`src/rtl/usb_rx_pkg.sv`:
```
// rtl/usb_rx_pkg.sv - shared types and constants for the USB receive control path
package usb_rx_pkg;

  typedef enum logic [3:0] {
    ST_IDLE,
    ST_SYNC,
    ST_CHK_SYNC,
    ST_PID,
    ST_CHK_PID,
    ST_TOKEN,
    ST_DATA,
    ST_LOAD,
    ST_WAIT,
    ST_EOP,
    ST_ERROR,
    ST_EIDLE,
    ST_READY
  } rx_state_t;

  localparam logic [2:0] PKT_NONE  = 3'd0;
  localparam logic [2:0] PKT_IN    = 3'd1;
  localparam logic [2:0] PKT_OUT   = 3'd2;
  localparam logic [2:0] PKT_DATA0 = 3'd3;
  localparam logic [2:0] PKT_DATA1 = 3'd4;
  localparam logic [2:0] PKT_ACK   = 3'd5;
  localparam logic [2:0] PKT_NAK   = 3'd6;
  localparam logic [2:0] PKT_STALL = 3'd7;

  localparam logic [2:0] ERR_NONE     = 3'd0;
  localparam logic [2:0] ERR_SYNC     = 3'd1;
  localparam logic [2:0] ERR_PID      = 3'd2;
  localparam logic [2:0] ERR_EARLY    = 3'd3;
  localparam logic [2:0] ERR_OVERFLOW = 3'd4;
  localparam logic [2:0] ERR_FULL     = 3'd5;
  localparam logic [2:0] ERR_TIMEOUT  = 3'd6;

  localparam logic [7:0] PID_IN    = 8'h96;
  localparam logic [7:0] PID_OUT   = 8'h87;
  localparam logic [7:0] PID_ACK   = 8'h4B;
  localparam logic [7:0] PID_NAK   = 8'h5A;
  localparam logic [7:0] PID_STALL = 8'h78;
  localparam logic [7:0] PID_DATA0 = 8'hC3;
  localparam logic [7:0] PID_DATA1 = 8'hD2;

endpackage

```
`src/rtl/usb_pid_decode.sv`:
```
// rtl/usb_pid_decode.sv - combinational PID check: complement test plus class lookup
module usb_pid_decode
  import usb_rx_pkg::*;
(
  input  logic [7:0] pid_byte,
  output logic       pid_valid,
  output logic [2:0] pid_class
);

  always_comb begin
    pid_class = PKT_NONE;
    case (pid_byte)
      PID_IN:    pid_class = PKT_IN;
      PID_OUT:   pid_class = PKT_OUT;
      PID_DATA0: pid_class = PKT_DATA0;
      PID_DATA1: pid_class = PKT_DATA1;
      PID_ACK:   pid_class = PKT_ACK;
      PID_NAK:   pid_class = PKT_NAK;
      PID_STALL: pid_class = PKT_STALL;
      default:   pid_class = PKT_NONE;
    endcase
    pid_valid = (pid_byte[7:4] == ~pid_byte[3:0]) && (pid_class != PKT_NONE);
  end

endmodule

```
`src/rtl/usb_rx_ctrl_p.sv`:
```
// rtl/usb_rx_ctrl_p.sv - USB endpoint receive control FSM; optional watchdog via RX_TIMEOUT_EN
module usb_rx_ctrl_p
  import usb_rx_pkg::*;
#(
  parameter int         MAX_DATA_BYTES = 64,
  parameter logic [7:0] SYNC_BYTE      = 8'h80,
  parameter int         TIMEOUT_CYCLES = 1024,
  parameter int         CNT_W          = $clog2(MAX_DATA_BYTES + 1)
) (
  input  logic             clk,
  input  logic             n_rst,
  input  logic             edge_sig,
  input  logic             byte_finish,
  input  logic             eop,
  input  logic             packet_done,
  input  logic [7:0]       rx_shift_register,
  input  logic             rx_buf_full,
  output logic             flush,
  output logic             rx_transfer_active,
  output logic             rx_data_ready,
  output logic             rx_error,
  output logic             store_rx_packet_data,
  output logic [2:0]       rx_packet,
  output logic [CNT_W-1:0] rx_byte_count,
  output logic [2:0]       rx_err_code
);

  localparam logic [CNT_W-1:0] MAX_CNT = CNT_W'(MAX_DATA_BYTES);

  if (TIMEOUT_CYCLES < 2) begin : g_bad_timeout
    $error("TIMEOUT_CYCLES must be at least 2");
  end

  rx_state_t  state, state_next;
  logic [2:0] err_set;
  logic       pid_valid;
  logic [2:0] pid_class;
  logic       store_q;
  logic       timeout;
  logic       restart;

  usb_pid_decode u_pid_decode (
    .pid_byte  (rx_shift_register),
    .pid_valid (pid_valid),
    .pid_class (pid_class)
  );

`ifdef RX_TIMEOUT_EN
  localparam int WD_W = $clog2(TIMEOUT_CYCLES + 1);
  logic [WD_W-1:0] wd_cnt;

  always_ff @(posedge clk or negedge n_rst) begin
    if (!n_rst) begin
      wd_cnt <= '0;
    end else if (byte_finish || (state_next == ST_SYNC && state != ST_SYNC)) begin
      wd_cnt <= '0;
    end else if ((state == ST_SYNC || state == ST_PID || state == ST_DATA) &&
                 wd_cnt != WD_W'(TIMEOUT_CYCLES)) begin
      wd_cnt <= wd_cnt + WD_W'(1);
    end
  end

  assign timeout = (wd_cnt == WD_W'(TIMEOUT_CYCLES));
`else
  assign timeout = 1'b0;
`endif

  always_ff @(posedge clk or negedge n_rst) begin
    if (!n_rst) state <= ST_IDLE;
    else        state <= state_next;
  end

  always_comb begin
    state_next = state;
    err_set    = ERR_NONE;
    case (state)
      ST_IDLE, ST_EIDLE, ST_READY: if (edge_sig) state_next = ST_SYNC;
      ST_SYNC: begin
        if (byte_finish)  state_next = ST_CHK_SYNC;
        else if (eop)     begin state_next = ST_ERROR; err_set = ERR_EARLY;   end
        else if (timeout) begin state_next = ST_ERROR; err_set = ERR_TIMEOUT; end
      end
      ST_CHK_SYNC: begin
        if (rx_shift_register == SYNC_BYTE) state_next = ST_PID;
        else begin state_next = ST_ERROR; err_set = ERR_SYNC; end
      end
      ST_PID: begin
        if (byte_finish)  state_next = ST_CHK_PID;
        else if (eop)     begin state_next = ST_ERROR; err_set = ERR_EARLY;   end
        else if (timeout) begin state_next = ST_ERROR; err_set = ERR_TIMEOUT; end
      end
      ST_CHK_PID: begin
        if (!pid_valid) begin
          state_next = ST_ERROR;
          err_set    = ERR_PID;
        end else if (pid_class == PKT_DATA0 || pid_class == PKT_DATA1) begin
          state_next = ST_DATA;
        end else begin
          state_next = ST_TOKEN;
        end
      end
      ST_TOKEN: if (packet_done && eop) state_next = ST_EOP;
      ST_DATA: begin
        if (byte_finish) begin
          state_next = ST_LOAD;
        end else if (eop) begin
          if (rx_byte_count == '0) begin
            state_next = ST_ERROR;
            err_set    = ERR_EARLY;
          end else begin
            state_next = ST_EOP;
          end
        end else if (timeout) begin
          state_next = ST_ERROR;
          err_set    = ERR_TIMEOUT;
        end
      end
      ST_LOAD: begin
        if (rx_buf_full)                  begin state_next = ST_ERROR; err_set = ERR_FULL;     end
        else if (rx_byte_count == MAX_CNT) begin state_next = ST_ERROR; err_set = ERR_OVERFLOW; end
        else                              state_next = ST_WAIT;
      end
      ST_WAIT: begin
        if (packet_done) state_next = eop ? ST_EOP : ST_DATA;
      end
      ST_EOP:   state_next = ST_READY;
      ST_ERROR: if (eop && packet_done) state_next = ST_EIDLE;
      default:  state_next = ST_IDLE;
    endcase
  end

  always_comb begin
    flush                = (state == ST_SYNC);
    rx_data_ready        = (state == ST_READY);
    rx_error             = (state == ST_ERROR) || (state == ST_EIDLE);
    rx_transfer_active   = !((state == ST_IDLE) || (state == ST_EIDLE) || (state == ST_READY));
    store_rx_packet_data = store_q;
  end

  // A new packet edge from any resting state wipes the previous packet's report.
  assign restart = edge_sig && (state == ST_IDLE || state == ST_EIDLE || state == ST_READY);

  always_ff @(posedge clk or negedge n_rst) begin
    if (!n_rst) begin
      store_q       <= 1'b0;
      rx_packet     <= PKT_NONE;
      rx_byte_count <= '0;
      rx_err_code   <= ERR_NONE;
    end else begin
      store_q <= (state == ST_LOAD) && (state_next == ST_WAIT);
      if (restart) begin
        rx_packet     <= PKT_NONE;
        rx_byte_count <= '0;
        rx_err_code   <= ERR_NONE;
      end else begin
        if (state == ST_CHK_PID && pid_valid)
          rx_packet <= pid_class;
        if (state == ST_LOAD && state_next == ST_WAIT && rx_byte_count != MAX_CNT)
          rx_byte_count <= rx_byte_count + CNT_W'(1);
        if (state_next == ST_ERROR && state != ST_ERROR)
          rx_err_code <= err_set;
      end
    end
  end

endmodule

```
`config.mk`:
```
export PLATFORM = sky130hd
export DESIGN_NAME = usb_rx_ctrl_p
export DESIGN_NICKNAME = d
export VERILOG_FILES = /design/src/rtl/usb_rx_pkg.sv /design/src/rtl/usb_pid_decode.sv /design/src/rtl/usb_rx_ctrl_p.sv
export SDC_FILE = /design/constraint.sdc
export NUM_CORES = 1
export LEC_CHECK = 0
export CELL_PAD_IN_SITES_DETAIL_PLACEMENT = 1
export CELL_PAD_IN_SITES_GLOBAL_PLACEMENT = 1
export CORE_MARGIN = 2
export CORE_UTILIZATION = 35
export DETAILED_ROUTE_END_ITERATION = 8
export DONT_BUFFER_PORTS = 1
export PLACE_DENSITY = 0.67
export SKIP_LAST_GASP = 1
export SYNTH_ARGS = -nofsm -noshare
export SYNTH_HDL_FRONTEND = slang
export SYNTH_SLANG_ARGS = --single-unit
```
`constraint.sdc`:
```
create_clock -name clk -period 4.1 [get_ports clk]
set_clock_uncertainty 0.05 [all_clocks]
set_input_delay 0.82 -clock clk [delete_from_list [all_inputs] [get_ports clk]]
set_output_delay 0.82 -clock clk [all_outputs]
set_load 0.02 [all_outputs]
```
==> results of run 1 <==
synth_stat cells, types with 3 or more instances:
cell	instances	area, sq um
sky130_fd_sc_hd__dfrtp_1	18	450.4
sky130_fd_sc_hd__o22ai_1	4	25.02
sky130_fd_sc_hd__nand3_1	8	40.04
sky130_fd_sc_hd__nor3_1	4	20.02
sky130_fd_sc_hd__a21oi_1	8	40.04
sky130_fd_sc_hd__inv_1	9	33.78
sky130_fd_sc_hd__nand4_1	4	25.02
sky130_fd_sc_hd__o21ai_0	15	75.07
sky130_fd_sc_hd__nor2b_1	9	56.30
sky130_fd_sc_hd__nand2b_1	4	25.02
sky130_fd_sc_hd__nor2_1	12	45.04
sky130_fd_sc_hd__o211ai_1	4	30.03
sky130_fd_sc_hd__nor4_1	3	18.77
sky130_fd_sc_hd__clkbuf_1	8	30.03
sky130_fd_sc_hd__nand2_1	20	75.07
sky130_fd_sc_hd__o31ai_1	3	22.52
sky130_fd_sc_hd__nor4b_1	3	26.28
how the worst min path moves through the flow:
| stage | start | end | slack [ns] | cells after the start |
|---|---|---|---|---|
| final | n_rst | rx_byte_count[1] | 0.21 | 0 |
| after global routing | n_rst | rx_byte_count[3] | 0.19 | 0 |
| after CTS | n_rst | rx_byte_count[1] | 0.20 | 0 |
| after detailed placement | n_rst | rx_byte_count[2] | 0.47 | 0 |
| after global placement | n_rst | rx_byte_count[1] | 0.47 | 0 |
| after floorplan | n_rst | rx_byte_count[0] | 0.47 | 0 |
per-stage QoR:
stage	utilization (%)	hold slack [ns]	worst slack, ns
2_1_floorplan	-	0.4744	1.010
3_3_place_gp	37.14	0.4749	0.9560
3_5_place_dp	37.14	0.4748	0.8465
4_1_cts	38.17	0.2029	0.9696
5_1_grt	38.17	0.1921	0.6757
6_report	38.17	0.2094	0.9848
power by group:
| part | total, mW | switching [mW] | internal [mW] |
|---|---|---|---|
| logic | 0.396 | 0.225 | 0.172 |
| registers | 0.340 | 0.128 | 0.212 |
| clock network | 0.121 | 0.0560 | 0.0652 |
routing by layer:
metal,share of wire [%],vias up
li1,-,672
met3,5.8,0
met5,0,-
met2,47,28
met1,47,686
met4,0,0
logic make-up (layout without fill, tap and decap cells):
family                     count (synthesis)  in the layout  share of synthesized area [%]
and+or+nand+nor                           88             88                          35.06
adders and majority gates                  2              2                          1.698
xor gates and xnor gates                   2              2                          1.189
buffers and inverters                     19             12                          5.008
AOI/OAI and AO/OA                         53             53                          25.13
muxes                                      2              2                          1.358
DFF                                       18             18                          30.56
worst max-delay path: cells and delay by family, from the launching register on:
family	cells	cell delay, ns
buf+inv	1	0.26
flops	1	0.73
simple gates	2	1.05
compound gates	3	0.72
mux	1	0.22
area by class of cell:
type,instances,share of cell area (%)
flip-flops and latches,18,29.29
clock buffers,3,2.685
well taps,50,4.068
multi-input cells,147,61.76
inverters,9,2.197
flip-flops by register name, summed over array words and instances (netlist names):
name                  cells
store_rx_packet_data      1
rx_packet                 3
state                     4
rx_err_code               3
rx_byte_count             7
==> implementation parameters, run 1 <==
Parameter                              Value

Status
  Outcome ... completed

Setup path
  CP peak stage delay ... 0.73 ns
  Critical Path Slowest Stage Cell ... sky130_fd_sc_hd__dfrtp_1
  Data arrival, critical path ... around 3.2 ns
  Series of cell instances along the critical path ... inv_1 -> o22ai_1 -> a21oi_1 -> a311oi_1 -> nand4_1 -> nor4_1 -> mux2i_1
  FF-to-FF End ... rx_byte_count[5]
  Kind of start point of the critical path ... flop
  Largest fanout on the critical path ... 20
  Required arrival time at the worst endpoint ... 4.22 ns
  Crit path to ... rx_byte_count[5]
  Reg-to-reg startpoint ... state[0]
  Start point of the critical path ... state[0]
  Path depth of the worst reg2reg path ... 7
  Slack of the worst reg-to-reg path ... between 0.9 and 1 ns
  Setup crit end kind ... flop
  WS Path Type ... flop to flop

Floorplan
  Die height ... 68.90 microns
  Die X-Extent ... 68.90 microns
  Top-level I/O count ... 33
  Number of placement rows ... 23
  Starting density of the core ... 36.58%
  Area of the core region ... 4029 sq um
  Full die area ... 4747 sq um

Pwr
  Overall power ... approximately 860 uW
  Worst IR Drop VDD ... between 0.00015 and 0.0002 V
  P_leak ... 0.6049 nW
  Power density of the placed cells ... 557.5 nW/um^2

Placed design
  Inst Count DP ... roughly 220
  Final GP Congestion ... 0.8431
  Number of port buffers ... 0
  Instance area after placement ... 1496 sq um
  Detailed-placement wirelength estimate ... 3228 microns

Yosys
  Ys Warns ... 0
  Synthesized instance count ... 184
  Cell Area, Synth ... 1474 sq um
  Number of flops mapped to enable cells by yosys ... 0
  Flip-flop cell with the highest count after synthesis ... sky130_fd_sc_hd__dfrtp_1
  Number of flip-flops and latches in the synthesized netlist ... 18
  Async S/R FF share, synth ... 100.0%
  Post-synthesis cell type count ... between 50 and 60
  Share of synthesized area occupied by flip-flops and latches ... around 31%
  Post-synthesis net count ... 201
  Post-synthesis average cell area ... 8.010 sq um

Final layout
  Number of antenna diodes ... 0
  Synth-to-layout area growth ... 4.329%
  Filler Cells Inserted ... roughly 500
  Non-filler instance count after layout ... approximately 230
  Share of final-layout standard cells stronger than drive strength 1 ... 7.345%
  Cell area after layout ... 1538 sq um
  Combined flip-flop and latch cell area ... 450.4 sq um
  # nets final ... 196
  Most used cells in the layout excluding fill and tap cells ... sky130_fd_sc_hd__nand2_1, sky130_fd_sc_hd__dfrtp_1, sky130_fd_sc_hd__o21ai_0
  Multi-input combinational cell area ... 949.7 sq um
  Leading cell type in the layout, fill and taps excluded ... sky130_fd_sc_hd__nand2_1

Timing
  Period minus WS final ... 3.115 ns
  Final hold violation count ... 0
  Fin. max-slew vios ... 0
  Slew at the pin with the worst max-slew slack ... between 0.8 and 0.9 ns
  Final period util ... between 70% and 80%
  Sum of negative setup slack ... 0 ns
  Max Clock Freq ... roughly 320 MHz
  Max-slew headroom at the worst pin ... 40.32%
  Final setup violation count ... 0
  Unrepaired setup endpoints after global routing ... false

Routing
  Drt drc ... 0
  Count of vias placed by the detailed router ... 1,386
  Drt via density ... 6.106
  Detailed router's first-iteration violation count ... between 70 and 80
  Residual antenna-violating net count after detailed routing ... 0
  Number of iterations in the first detailed-routing pass ... 4
  Total length of routed wires ... 4270 microns
  Wire length per cell after detailed routing ... approximately 19 microns

Clocking
  Clock tree buffer depth ... 2
  Post-cts repair resize count ... 0
  CTS tree ... yes
  Root buf cell ... sky130_fd_sc_hd__clkbuf_8
  Number of buffers added to fix hold violations after cts ... 0
  Clock latency reported for the late side of the worst-skew pair ... around 0.25 ns
  H-tree levels ... 1
  TritonCTS Sinks ... 18
  # Post-CTS Setup Buffers ... 0
  Clk slew on worst S/H paths ... 0.07 ns
  Number of clock buffers inserted by TritonCTS ... 3

Global routing
  GR peak layer ... met2
  Global-route met3 utilization ... 4.058%
  First-pass GRT wire length ... 6900 microns
  Global Route met2 Usage ... 31.49%
  Via count of the first global-routing pass ... 1,462
  Global-route total usage across every layer ... 19.17%
  Overall overflow remaining after global route ... 0
  Number of antenna violations at the first check in global routing ... 0
  GRT met1 Usage ... about a quarter
  Maximum number of pins on one net before global-route repair ... 22

Worst hold path
  Type of the most critical hold path ... input pin to async pin

Run
  # Max-Cap Violations ... 0
(Power assumes the default switching activity.)
==> run 2, diff against run 1 <==
- ABC_AREA: unset -> 1
- PLACE_DENSITY: 0.67 -> 0.73
- clock period: 4.1 -> 2.8 ns (I/O delays scaled with it)
==> run 2 against run 1 <==
Setup slack got worse by 0.40 ns. Final cell count increased by 39%. Sequential power increased by 36%. Largest cell class unchanged. Sequential share of layout area is 2.7 points lower. Critical path depth shrank 4. Die area grew 6.8%. Routed wire length grew 5.0%. Non-clock buffer count is 1 higher. Count of clock-buffer cells in the layout stayed put. Register-to-register slack lost 0.32 ns. Largest power group unchanged. Power up 60%. Combinational power is 84% higher.
==> implementation parameters, run 2 <==
Parameter                              Value

Final layout
  # nets final ... 283 (+44%)
  Flip-flop count of the largest register after layout ... 7 (unchanged)
  Synth-to-layout area growth ... 7.047%
  Most used cells in the layout excluding fill and tap cells ... sky130_fd_sc_hd__nand2_1, sky130_fd_sc_hd__nor2_1, sky130_fd_sc_hd__inv_1, sky130_fd_sc_hd__nand3_1, sky130_fd_sc_hd__dfrtp_1
  Leading cell type in the layout, fill and taps excluded ... sky130_fd_sc_hd__nand2_1
  Largest registers ... rx_byte_count x7, state x4
  Number of antenna diodes ... 0 (unchanged)
  Register containing the most flip-flops in the final layout ... rx_byte_count
  Non-filler instance count after layout ... 316 (+39%)
  Share of final-layout standard cells stronger than drive strength 1 ... 12.88% (+5.5 points)
  Filler Cells Inserted ... 599 (+20%)

Floorplan
  Die height ... 71.20 microns (+3.3%)
  Starting density of the core ... 36.29% (-0.29 points)
  Die X-Extent ... 71.20 microns (+3.3%)
  Top-level I/O count ... 33 (unchanged)
  Full die area ... 5069 sq um (+6.8%)
  Number of placement rows ... 24 (+4.3%)
  Area of the core region ... 4354 sq um (+8.1%)

Global routing
  Via count of the first global-routing pass ... 1,636 (+12%)
  Overall overflow remaining after global route ... 0 (unchanged)
  Maximum number of pins on one net before global-route repair ... 19 (-14%)
  Global-route total usage across every layer ... 18.79% (-0.39 points)
  Number of antenna violations at the first check in global routing ... 0 (unchanged)
  First-pass GRT wire length ... 7700 microns (+12%)

Clocking
  Clock tree buffer depth ... 2 (unchanged)
  Clock latency reported for the late side of the worst-skew pair ... 0.25 ns (about the same)
  Number of clock buffers inserted by TritonCTS ... 3 (unchanged)
  # Post-CTS Setup Buffers ... 0 (unchanged)
  Root buf cell ... sky130_fd_sc_hd__clkbuf_8
  TritonCTS Sinks ... 18 (unchanged)
  Post-cts repair resize count ... 0 (unchanged)
  CTS tree ... yes
  H-tree levels ... 1 (unchanged)
  Clk slew on worst S/H paths ... 0.07 ns (about the same)

Timing
  Max Clock Freq ... 451.0 MHz
  Unrepaired setup endpoints after global routing ... false
  Sum of negative setup slack ... 0 ns (unchanged)
  Final setup violation count ... 0 (unchanged)
  Fin. max-slew vios ... 0 (unchanged)
  Final hold slack ... 0.5120 ns (+0.3026 ns)
  Max-slew headroom at the worst pin ... 44.55% (+4.2 points)
  Slew at the pin with the worst max-slew slack ... 0.8290 ns (-0.05804 ns)
  Final hold violation count ... 0 (unchanged)
  Period minus WS final ... 2.217 ns
  Final period util ... 79.19%

Setup path
  Reg-to-reg startpoint ... rx_byte_count[0]
  WS Path Type ... flop to primary output
  Critical Path Slowest Stage Cell ... sky130_fd_sc_hd__nor3_1
  Slack of the worst reg-to-reg path ... 0.66 ns (-0.32 ns)
  Series of cell instances along the critical path ... nor2_2 -> inv_2 -> nor3_1
  Required arrival time at the worst endpoint ... 2.19 ns (-2.03 ns)
  Path depth of the worst reg2reg path ... 12 (+5)
  Number of buffer and inverter instances along the worst setup path ... 1 (unchanged)
  Data arrival, critical path ... 1.61 ns (-1.63 ns)
  Setup crit end kind ... primary output
  Cell family with most CP delay ... simple AND/OR/NAND/NOR gates
  FF-to-FF End ... rx_err_code[0]
  CP peak stage delay ... 0.51 ns (-0.22 ns)
  Kind of start point of the critical path ... flop
  Largest fanout on the critical path ... 6 (-70%)

Routing
  Length of routed wiring on met1 ... 2241 microns (+12%)
  Wire length per cell after detailed routing ... 14.19 microns (-25%)
  Met3 WL post-DR ... 151 microns (-39%)
  Drt via density ... 5.019 (-18%)
  Detail Route met2 WL ... 2064 microns (+1.9%)
  Residual antenna-violating net count after detailed routing ... 0 (unchanged)
  Total length of routed wires ... 4483 microns (+5.0%)
  Count of vias placed by the detailed router ... 1,586 (+14%)
  Drt drc ... 0 (unchanged)
  Number of iterations in the first detailed-routing pass ... 4 (unchanged)
  Detailed router's first-iteration violation count ... 68 (-6.8%)
  Max Used Layer ... met4

Yosys
  Post-synthesis cell type count ... 28 (-46%)
  Proportion of netlist area held by the largest area contributor ... 28.50% (-2.1 points)
  Async S/R FF share, synth ... 100.0% (unchanged)
  Post-synthesis average cell area ... 6.055 sq um (-24%)
  Synthesized instance count ... 261 (+42%)
  Leading cell type by number of instances after synthesis ... sky130_fd_sc_hd__nand2_1
  Flip-flop cell with the highest count after synthesis ... sky130_fd_sc_hd__dfrtp_1
  Number of flip-flops and latches in the synthesized netlist ... 18 (unchanged)
  Number of flops mapped to enable cells by yosys ... 0 (unchanged)
  Most common library cells after synthesis ... sky130_fd_sc_hd__nand2_1, sky130_fd_sc_hd__nor2_1, sky130_fd_sc_hd__inv_1, sky130_fd_sc_hd__nand3_1, sky130_fd_sc_hd__dfrtp_1
  Post-synthesis net count ... 278 (+38%)
  Top cells by area in the synthesized netlist ... sky130_fd_sc_hd__dfrtp_1, sky130_fd_sc_hd__nand2_1, sky130_fd_sc_hd__nor2_1
  Cell Area, Synth ... 1580 sq um (+7.2%)
  Biggest area consumer among synthesized cells ... sky130_fd_sc_hd__dfrtp_1
  Ys Warns ... 0 (unchanged)
  Share of synthesized area occupied by flip-flops and latches ... 28.50% (-2.1 points)

Status
  Outcome ... completed

Run
  # Max-Cap Violations ... 0 (unchanged)

Placed design
  Detailed-placement wirelength estimate ... 3756 microns (+16%)
  Number of port buffers ... 0 (unchanged)
  Final GP Congestion ... 0.8734 (+3.6%)
  Inst Count DP ... 312 (+39%)

Worst hold path
  Cells on Worst Hold Path ... 4
  Destination of the worst hold path ... rx_err_code[2]
  Hold path start ... rx_buf_full
  Type of the most critical hold path ... input pin to flop

Pwr
  Worst IR Drop VDD ... 0.0002891 V (+48%)
  P_leak ... 0.8788 nW (+45%)
  Power density of the placed cells ... 809.4 nW/um^2 (+45%)
==> run 2: through the flow <==
step	power (mW)	setup slack, ns	util [%]	cell area [sq um]
floorplan	1.025	0.9536	-	1580
global placement	1.181	0.7197	37.67	1640
detailed placement	1.189	0.6544	37.67	1640
CTS	1.378	0.5987	38.85	1692
global route	1.491	0.4432	38.85	1692
finish	1.369	0.5828	38.85	1692
==> run 2: logic make-up after synthesis <==
family                   after synthesis  share of synthesized area [%]
AND/OR/NAND/NOR                      165                          47.27
adder cells (fa/ha/maj)                2                          1.583
XOR/XNOR                               4                          2.217
AO/OA/AOI/OAI                         26                          9.105
flip-flops                            18                          28.50
buffers and inverters                 46                          11.32
==> run 2: worst min-delay path, stage by stage <==
cell and delay, ns:
sky130_fd_sc_hd__inv_1 0.04, sky130_fd_sc_hd__nand2_1 0.06, sky130_fd_sc_hd__nand2_1 0.06, sky130_fd_sc_hd__nand2_1 0.07
==> run 2: where the power goes <==
group | total, mW | switching [mW] | internal [mW]
Sequential | 0.463 | 0.138 | 0.326
Combinational | 0.730 | 0.509 | 0.221
Clock | 0.176 | 0.0804 | 0.0954
Total | 1.37 | 0.727 | 0.642
==> run 2: what timing repair did <==
action,CTS,global route
setup endpoints to repair,0,0
hold buffers,1,0
hold endpoints to repair,18,0
==> run 2: routing by layer <==
layer,up-vias,GRT usage (%)
li1,828,-
met1,734,27.35
met5,-,0
met2,20,29.53
met3,4,3.561
met4,0,2.935
==> run 2: area by class of cell <==
cell class | count | area [sq um] | area share (%)
Tap cell | 52 | 65.06 | 3.846
Sequential cell | 18 | 450.4 | 26.63
Timing Repair Buffer | 1 | 10.01 | 0.5917
Inverter | 45 | 173.9 | 10.28
Multi-Input combinational cell | 197 | 950.9 | 56.21
Clock buffer | 3 | 41.29 | 2.441
==> run 2: how the worst max path moves through the flow <==
stage	from	endpoint	slack (ns)	depth (start not counted)
floorplan	rx_byte_count[0]	rx_err_code[0]	0.95	12
global placement	rx_byte_count[0]	rx_err_code[2]	0.72	12
detailed placement	rx_byte_count[0]	rx_err_code[0]	0.65	12
CTS	state[1]	rx_data_ready	0.60	3
global route	rx_byte_count[0]	rx_err_code[0]	0.44	12
finish	state[1]	rx_data_ready	0.58	3
